`src/rtl/gol_pkg.sv`:
```
// Shared types and geometry for the GOL matrix driver: grid layout, FSM states
// and a row-slice helper.
package gol_pkg;
  localparam int ROWS   = 8;
  localparam int COLS   = 8;
  localparam int GRID_W = ROWS * COLS;
  localparam int ROW_W  = $clog2(ROWS);

  typedef logic [GRID_W-1:0] grid_t;

  typedef enum logic [1:0] {
    IDLE,
    LOAD,
    LATCH,
    DISPLAY
  } drv_state_t;

  function automatic logic [COLS-1:0] row_bits(input grid_t g, input logic [ROW_W-1:0] r);
    return g[r*COLS +: COLS];
  endfunction
endpackage

```
`src/rtl/gol_matrix_driver_if.sv`:
```
// Generation handshake between the GOL core (master) and the matrix driver (slave).
interface gol_matrix_driver_if;
  gol_pkg::grid_t grid_in;
  logic           grid_valid;
  logic           grid_ready;

  modport master (output grid_in, output grid_valid, input grid_ready);
  modport slave  (input grid_in, input grid_valid, output grid_ready);
endinterface

```
`src/rtl/gol_shift_out.sv`:
```
// Serialises one COLS-bit row MSB-first onto a 595-style shift register.
// sr_clk is low for SCLK_DIV cycles then high for SCLK_DIV cycles per bit.
module gol_shift_out #(
  parameter int COLS     = 8,
  parameter int SCLK_DIV = 2
) (
  input  logic            clk,
  input  logic            reset,
  input  logic            i_start,
  input  logic [COLS-1:0] i_row,
  output logic            o_sr_clk,
  output logic            o_sr_data,
  output logic            o_done
);
  localparam int DIV_W = (SCLK_DIV > 1) ? $clog2(SCLK_DIV) : 1;
  localparam int BIT_W = (COLS > 1) ? $clog2(COLS) : 1;

  logic             r_busy;
  logic             r_phase;
  logic [DIV_W-1:0] r_div;
  logic [BIT_W-1:0] r_bit;
  logic [COLS-1:0]  r_sh;

  logic w_half_end;
  logic w_last_bit;

  assign w_half_end = (r_div == DIV_W'(SCLK_DIV - 1));
  assign w_last_bit = (r_bit == BIT_W'(COLS - 1));

  // Asserted during the final high half-period so the FSM leaves LOAD on its closing edge.
  assign o_done    = r_busy & r_phase & w_half_end & w_last_bit;
  assign o_sr_clk  = r_phase;
  assign o_sr_data = r_busy & r_sh[COLS-1];

  always_ff @(posedge clk or negedge reset) begin
    if (!reset) begin
      r_busy  <= 1'b0;
      r_phase <= 1'b0;
      r_div   <= '0;
      r_bit   <= '0;
      r_sh    <= '0;
    end else if (i_start) begin
      r_busy  <= 1'b1;
      r_phase <= 1'b0;
      r_div   <= '0;
      r_bit   <= '0;
      r_sh    <= i_row;
    end else if (r_busy) begin
      if (w_half_end) begin
        r_div <= '0;
        if (!r_phase) begin
          r_phase <= 1'b1;
        end else begin
          r_phase <= 1'b0;
          if (w_last_bit) begin
            r_busy <= 1'b0;
          end else begin
            r_bit <= r_bit + BIT_W'(1);
            r_sh  <= {r_sh[COLS-2:0], 1'b0};
          end
        end
      end else begin
        r_div <= r_div + DIV_W'(1);
      end
    end
  end
endmodule

```
`src/rtl/gol_matrix_driver.sv`:
```
// Double-buffered 8x8 LED matrix scanner: accepts GOL generations over a
// valid/ready handshake and scans the front buffer row by row.
module gol_matrix_driver
  import gol_pkg::*;
#(
  parameter int SCLK_DIV = 2,
  parameter int DWELL    = 1000
) (
  input  logic                  clk,
  input  logic                  reset,
  gol_matrix_driver_if.slave    grid_if,
  output logic [ROWS-1:0]       row_sel,
  output logic                  sr_clk,
  output logic                  sr_data,
  output logic                  sr_latch,
  output logic                  frame_done
);
  localparam int DW_W = (DWELL > 1) ? $clog2(DWELL) : 1;

  drv_state_t       r_state;
  grid_t            r_front;
  grid_t            r_back;
  logic             r_back_full;
  logic             r_ready;
  logic [ROW_W-1:0] r_row;
  logic [DW_W-1:0]  r_dwell;
  logic             r_frame_done;

  drv_state_t       w_state_nxt;
  logic [ROW_W-1:0] w_row_nxt;
  logic             w_start;
  logic             w_wrap;
  logic             w_dwell_last;
  logic             w_swap;
  logic             w_cap;
  logic             w_sh_done;
  logic [COLS-1:0]  w_load_row;

  assign w_dwell_last = (r_dwell == DW_W'(DWELL - 1));
  assign w_cap        = grid_if.grid_valid & r_ready;
  // Swap only on entry from IDLE or at frame wrap, so a frame never mixes generations.
  assign w_swap       = r_back_full & ((r_state == IDLE) | w_wrap);
  assign w_load_row   = row_bits(w_swap ? r_back : r_front, w_row_nxt);

  always_comb begin
    w_state_nxt = r_state;
    w_row_nxt   = r_row;
    w_start     = 1'b0;
    w_wrap      = 1'b0;
    case (r_state)
      IDLE: begin
        if (r_back_full) begin
          w_state_nxt = LOAD;
          w_row_nxt   = '0;
          w_start     = 1'b1;
        end
      end
      LOAD: begin
        if (w_sh_done) w_state_nxt = LATCH;
      end
      LATCH: w_state_nxt = DISPLAY;
      DISPLAY: begin
        if (w_dwell_last) begin
          w_state_nxt = LOAD;
          w_start     = 1'b1;
          if (r_row == ROW_W'(ROWS - 1)) begin
            w_wrap    = 1'b1;
            w_row_nxt = '0;
          end else begin
            w_row_nxt = r_row + ROW_W'(1);
          end
        end
      end
      default: w_state_nxt = IDLE;
    endcase
  end

  always_ff @(posedge clk or negedge reset) begin
    if (!reset) begin
      r_state      <= IDLE;
      r_front      <= '0;
      r_back       <= '0;
      r_back_full  <= 1'b0;
      r_ready      <= 1'b1;
      r_row        <= '0;
      r_dwell      <= '0;
      r_frame_done <= 1'b0;
    end else begin
      r_state      <= w_state_nxt;
      r_row        <= w_row_nxt;
      r_dwell      <= (r_state == DISPLAY && !w_dwell_last) ? r_dwell + DW_W'(1) : '0;
      r_frame_done <= w_wrap;
      if (w_cap) r_back <= grid_if.grid_in;
      if (w_swap) r_front <= r_back;
      if (w_cap) r_back_full <= 1'b1;
      else if (w_swap) r_back_full <= 1'b0;
      r_ready <= !(w_cap | (r_back_full & !w_swap));
    end
  end

  gol_shift_out #(
    .COLS     (COLS),
    .SCLK_DIV (SCLK_DIV)
  ) u_shift (
    .clk       (clk),
    .reset     (reset),
    .i_start   (w_start),
    .i_row     (w_load_row),
    .o_sr_clk  (sr_clk),
    .o_sr_data (sr_data),
    .o_done    (w_sh_done)
  );

  // Row drive comes straight from state so an async reset blanks the matrix at once.
  assign row_sel            = (r_state == DISPLAY) ? ({{(ROWS-1){1'b0}}, 1'b1} << r_row) : '0;
  assign sr_latch           = (r_state == LATCH);
  assign frame_done         = r_frame_done;
  assign grid_if.grid_ready = r_ready;
endmodule
```
`src/flat_wrapper.sv`:
```
// flat-port wrapper written by rule: the top's interface ports become plain ports
module gol_matrix_driver_flat import gol_pkg::*;
#(
  parameter int SCLK_DIV = 2,
  parameter int DWELL    = 1000
)
  (clk, reset, row_sel, sr_clk, sr_data, sr_latch, frame_done, grid_if_grid_in, grid_if_grid_valid, grid_if_grid_ready);
  gol_matrix_driver_if grid_if_i ();
  input  logic clk;
  input  logic reset;
  output logic [ROWS-1:0] row_sel;
  output logic sr_clk;
  output logic sr_data;
  output logic sr_latch;
  output logic frame_done;
  input wire logic [$bits(grid_if_i.grid_in)-1:0] grid_if_grid_in;
  input wire logic [$bits(grid_if_i.grid_valid)-1:0] grid_if_grid_valid;
  output wire logic [$bits(grid_if_i.grid_ready)-1:0] grid_if_grid_ready;
  assign grid_if_i.grid_in = grid_if_grid_in;
  assign grid_if_i.grid_valid = grid_if_grid_valid;
  assign grid_if_grid_ready = grid_if_i.grid_ready;
  gol_matrix_driver #(.SCLK_DIV(SCLK_DIV), .DWELL(DWELL)) u_core (.clk(clk), .reset(reset), .grid_if(grid_if_i), .row_sel(row_sel), .sr_clk(sr_clk), .sr_data(sr_data), .sr_latch(sr_latch), .frame_done(frame_done));
endmodule
```
`config.mk`:
```
export PLATFORM = sky130hd
export DESIGN_NAME = gol_matrix_driver_flat
export DESIGN_NICKNAME = d
export VERILOG_FILES = /design/src/rtl/gol_pkg.sv /design/src/rtl/gol_matrix_driver_if.sv /design/src/rtl/gol_shift_out.sv /design/src/rtl/gol_matrix_driver.sv /design/src/flat_wrapper.sv
export SDC_FILE = /design/constraint.sdc
export NUM_CORES = 1
export LEC_CHECK = 0
export ABC_CLOCK_PERIOD_IN_PS = 8900
export CAP_MARGIN = 20
export CELL_PAD_IN_SITES_DETAIL_PLACEMENT = 1
export CELL_PAD_IN_SITES_GLOBAL_PLACEMENT = 2
export CORE_MARGIN = 2
export CORE_UTILIZATION = 41
export DETAILED_ROUTE_END_ITERATION = 8
export PLACE_DENSITY = 0.9
export SETUP_SLACK_MARGIN = 0.05
export SLEW_MARGIN = 20
export SYNTH_ARGS = -nofsm -noshare
export SYNTH_HDL_FRONTEND = slang
export SYNTH_SLANG_ARGS = --single-unit
```
`constraint.sdc`:
```
create_clock -name clk -period 8.9 [get_ports clk]
set_clock_uncertainty 0.1 [all_clocks]
set_input_delay 1.78 -clock clk [delete_from_list [all_inputs] [get_ports clk]]
set_output_delay 1.78 -clock clk [all_outputs]
set_load 0.01 [all_outputs]
```
==> key figures <==
Run status
  – Status: completed

STA
  – Period minus WS final: 3960 ps
  – Sum of negative setup slack: 0 ps
  – Final Cycle Share: 44.5%
  – Rel. slew slack: 38.7%
  – Actual slew at the worst max-slew pin: 915 ps
  – F_max: 252 MHz
  – Final Hold Fails: 0
  – Setup Viol. Count Final: 0
  – Final worst slack: 4940 ps
  – Pins Over Slew Limit: 0
  – Hold slack: 371 ps
  – RSZ-0062 raised after global routing: no

Routing
  – Routed WL per cell: 19.1 µm
  – DRC violations left: 0
  – DRT Pass-1 Iters: 4
  – Vias/cell: 5.30
  – Total Routed Length: 17300 µm
  – Via Count: 4820
  – Initial DRC count: 178
  – DRT antenna net count: 0

Synthesis
  – Dominant cell type by area after synthesis: dfrtp_1
  – Number of distinct library cells after synthesis: 44
  – Synth area leaders: dfrtp_1 55%, mux2_2 13%, mux2i_1 7.9%
  – Number of synthesized flops with an enable pin: 0
  – Syn_nets: 677
  – Seq/Total Area, Yosys: 55.3%
  – Asr flop ratio synth: 100%
  – Yosys top cell area share: 55.0%
  – Post-Syn Area per Cell: 12.1 µm²
  – Cells after synthesis: 596
  – Prevailing post-synth register cell: dfrtp_1
  – YS warnings: 0
  – Register bit total from synthesis: 160
  – Mapped cell area: 7240 µm²

Layout
  – Share of cells above drive strength 1: 21.0%
  – Util after Layout: 51.2%
  – Syn-to-layout area delta: 22.2%
  – FILL cells: 1808
  – Fin nets: 753
  – Commonest cells after routing, fill and taps aside: 159 x dfrtp_1, 113 x nand2_1, 86 x mux2_2
  – Commonest non-fill, non-tap cell in the layout: dfrtp_1
  – Antenna cells: 0

Clock tree
  – Clock sink total: 160
  – Worst-path clk slew: 60 ps
  – CTS root buf: clkbuf_16
  – Cts hold-fix bufs: 0
  – # resized after CTS: 0
  – Worst-Skew Late Latency: 440 ps
  – Total CTS buffers: 17
  – Post-CTS Setup Bufs: 0
  – CTS tree: built
  – H-tree Lvls: 4
  – CTS Buffer Depth: 2

Worst setup path
  – Largest fanout on the critical path: 12
  – CP endpoint kind: output pin
  – Worst R2R Setup Slack: 5020 ps
  – Reg2reg start: u_core.r_row[0]
  – Worst Setup Start Kind: flop
  – Required time worst endpoint: 7020 ps
  – Setup Crit Path Kind: reg -> out
  – Reg-to-reg critical path endpoint: u_core.u_shift.r_sh[0]
  – Arrival time worst endpoint: 2080 ps
  – R2R cell count: 11

Pwr
  – Leak: 0.00410 µW
  – Maximum VDD drop: 0.149 mV
  – Power density over the cells: 212 nW/µm²
  – Overall Power: 1870 µW

Run
  – Max cap viols: 0

Floorplanning
  – Initial Utilization: 41.9%
  – IO Count: 80
  – Die area: 18700 µm²
  – Site row count: 48
  – Core Region: 17300 µm²
  – Die Ht: 137 µm
  – Die X: 137 µm

GRT
  – Vias in the first global route: 5296
  – Initial antenna violation count: 0
  – All-Layer GR Usage: 19.7%
  – First-pass GRT wire length: 27700 µm
  – Largest net degree at the start of global routing: 89
  – Total gr overflow: 0

Worst hold path
  – Min-delay src: u_core.r_front[48]
  – Worst hold stages: 2
  – Worst Hold End: u_core.r_front[48]
  – Worst hold path type: reg -> reg

Placement
  – Routability congestion estimate: 0.806
  – Port Buf Inserts: 79
  – Detail Placement HPWL: 11200 µm
  – Worst slack at placement: 5120 ps
## flip-flops by register name (all words and copies together) (netlist names), 2 cells and up
name	cells
u_core.r_back	64
u_core.r_dwell	10
u_core.r_front	64
u_core.r_row	3
u_core.r_state	2
u_core.u_shift.r_bit	3
u_core.u_shift.r_sh	8
## worst max path at each step
stage / start / to / slack (ps) / cells past startpoint
after global placement: grid_if_grid_valid / u_core.r_back[11] / 5340 / 4
after detailed placement: u_core.r_row[0] / u_core.u_shift.r_sh[0] / 5120 / 11
after CTS: u_core.r_state[0] / row_sel[7] / 4910 / 3
after floorplan: grid_if_grid_valid / u_core.r_back[10] / 5810 / 4
after global routing: u_core.r_state[0] / row_sel[0] / 4810 / 3
final: u_core.r_state[0] / row_sel[7] / 4940 / 3
## metrics by stage
step                area, µm²  instances
finish                   8850        910
global route             8850        910
CTS                      8850        910
detailed placement       8230        878
global placement         8230        878
floorplan                7240        596
## per-layer routing
| metal | up-vias | track usage, % | wire (µm) | part of all wire, % |
|---|---|---|---|---|
| met2 | 82 | 34.2 | 8870 | 51 |
| li1 | 2234 | - | - | - |
| met4 | 0 | 6.76 | 297 | 1.7 |
| met1 | 2487 | 24.3 | 7590 | 44 |
| met3 | 17 | 4.15 | 598 | 3.4 |
| met5 | - | 0 | 0 | 0 |
## synthesized netlist by cell type (all sizes together) (2+ instances only)
| cell | number |
|---|---|
| dfrtp | 159 |
| nand2 | 114 |
| mux2 | 96 |
| mux2i | 57 |
| o22ai | 22 |
| nor2 | 19 |
| clkbuf | 15 |
| ha | 14 |
| buf | 13 |
| nand3 | 11 |
| o21ai | 11 |
| inv | 10 |
| o31ai | 8 |
| and3 | 6 |
| xor2 | 6 |
| a21oi | 5 |
| xnor2 | 4 |
| and2 | 3 |
| a21o | 2 |
| nand2b | 2 |
| nand4b | 2 |
| nor2b | 2 |
| nor3 | 2 |
| or4 | 2 |
## report_power, final
part / leakage (µW) / switching (µW) / internal (µW) / total [µW]
logic: 0.00176 / 63.6 / 119 / 183
clock network: 0.000299 / 304 / 464 / 768
registers: 0.00204 / 87.2 / 836 / 923
total: 0.00410 / 455 / 1420 / 1870
## kinds of logic after synthesis
| logic type | after synthesis | share of synthesized area [%] |
|---|---|---|
| flip-flops | 160 | 55.3 |
| AO/OA/AOI/OAI | 53 | 4.80 |
| buffers and inverters | 38 | 2.63 |
| XOR/XNOR | 10 | 1.21 |
| multiplexers | 153 | 23.3 |
| AND/OR/NAND/NOR | 168 | 10.3 |
| adder cells (fa/ha/maj) | 14 | 2.42 |
## critical path, cell delays in order (launching register included)
cell and delay, ps:
dfrtp_1 430, ha_1 440, and2_1 230, clkdlybuf4s50_1 540
## layout make-up
type                            count  area [µm²]  share of cell area (%)
Clock buffer                       20         467                    5.27
Timing Repair Buffer               85         837                    9.46
Sequential cell                   160        4010                    45.3
Inverter                           10        37.5                   0.424
Multi-Input combinational cell    398        3060                    34.6
Clock inverter                     12         158                    1.78
Tap cell                          225         282                    3.18
Note: power is estimated with default switching activity, not from simulation.
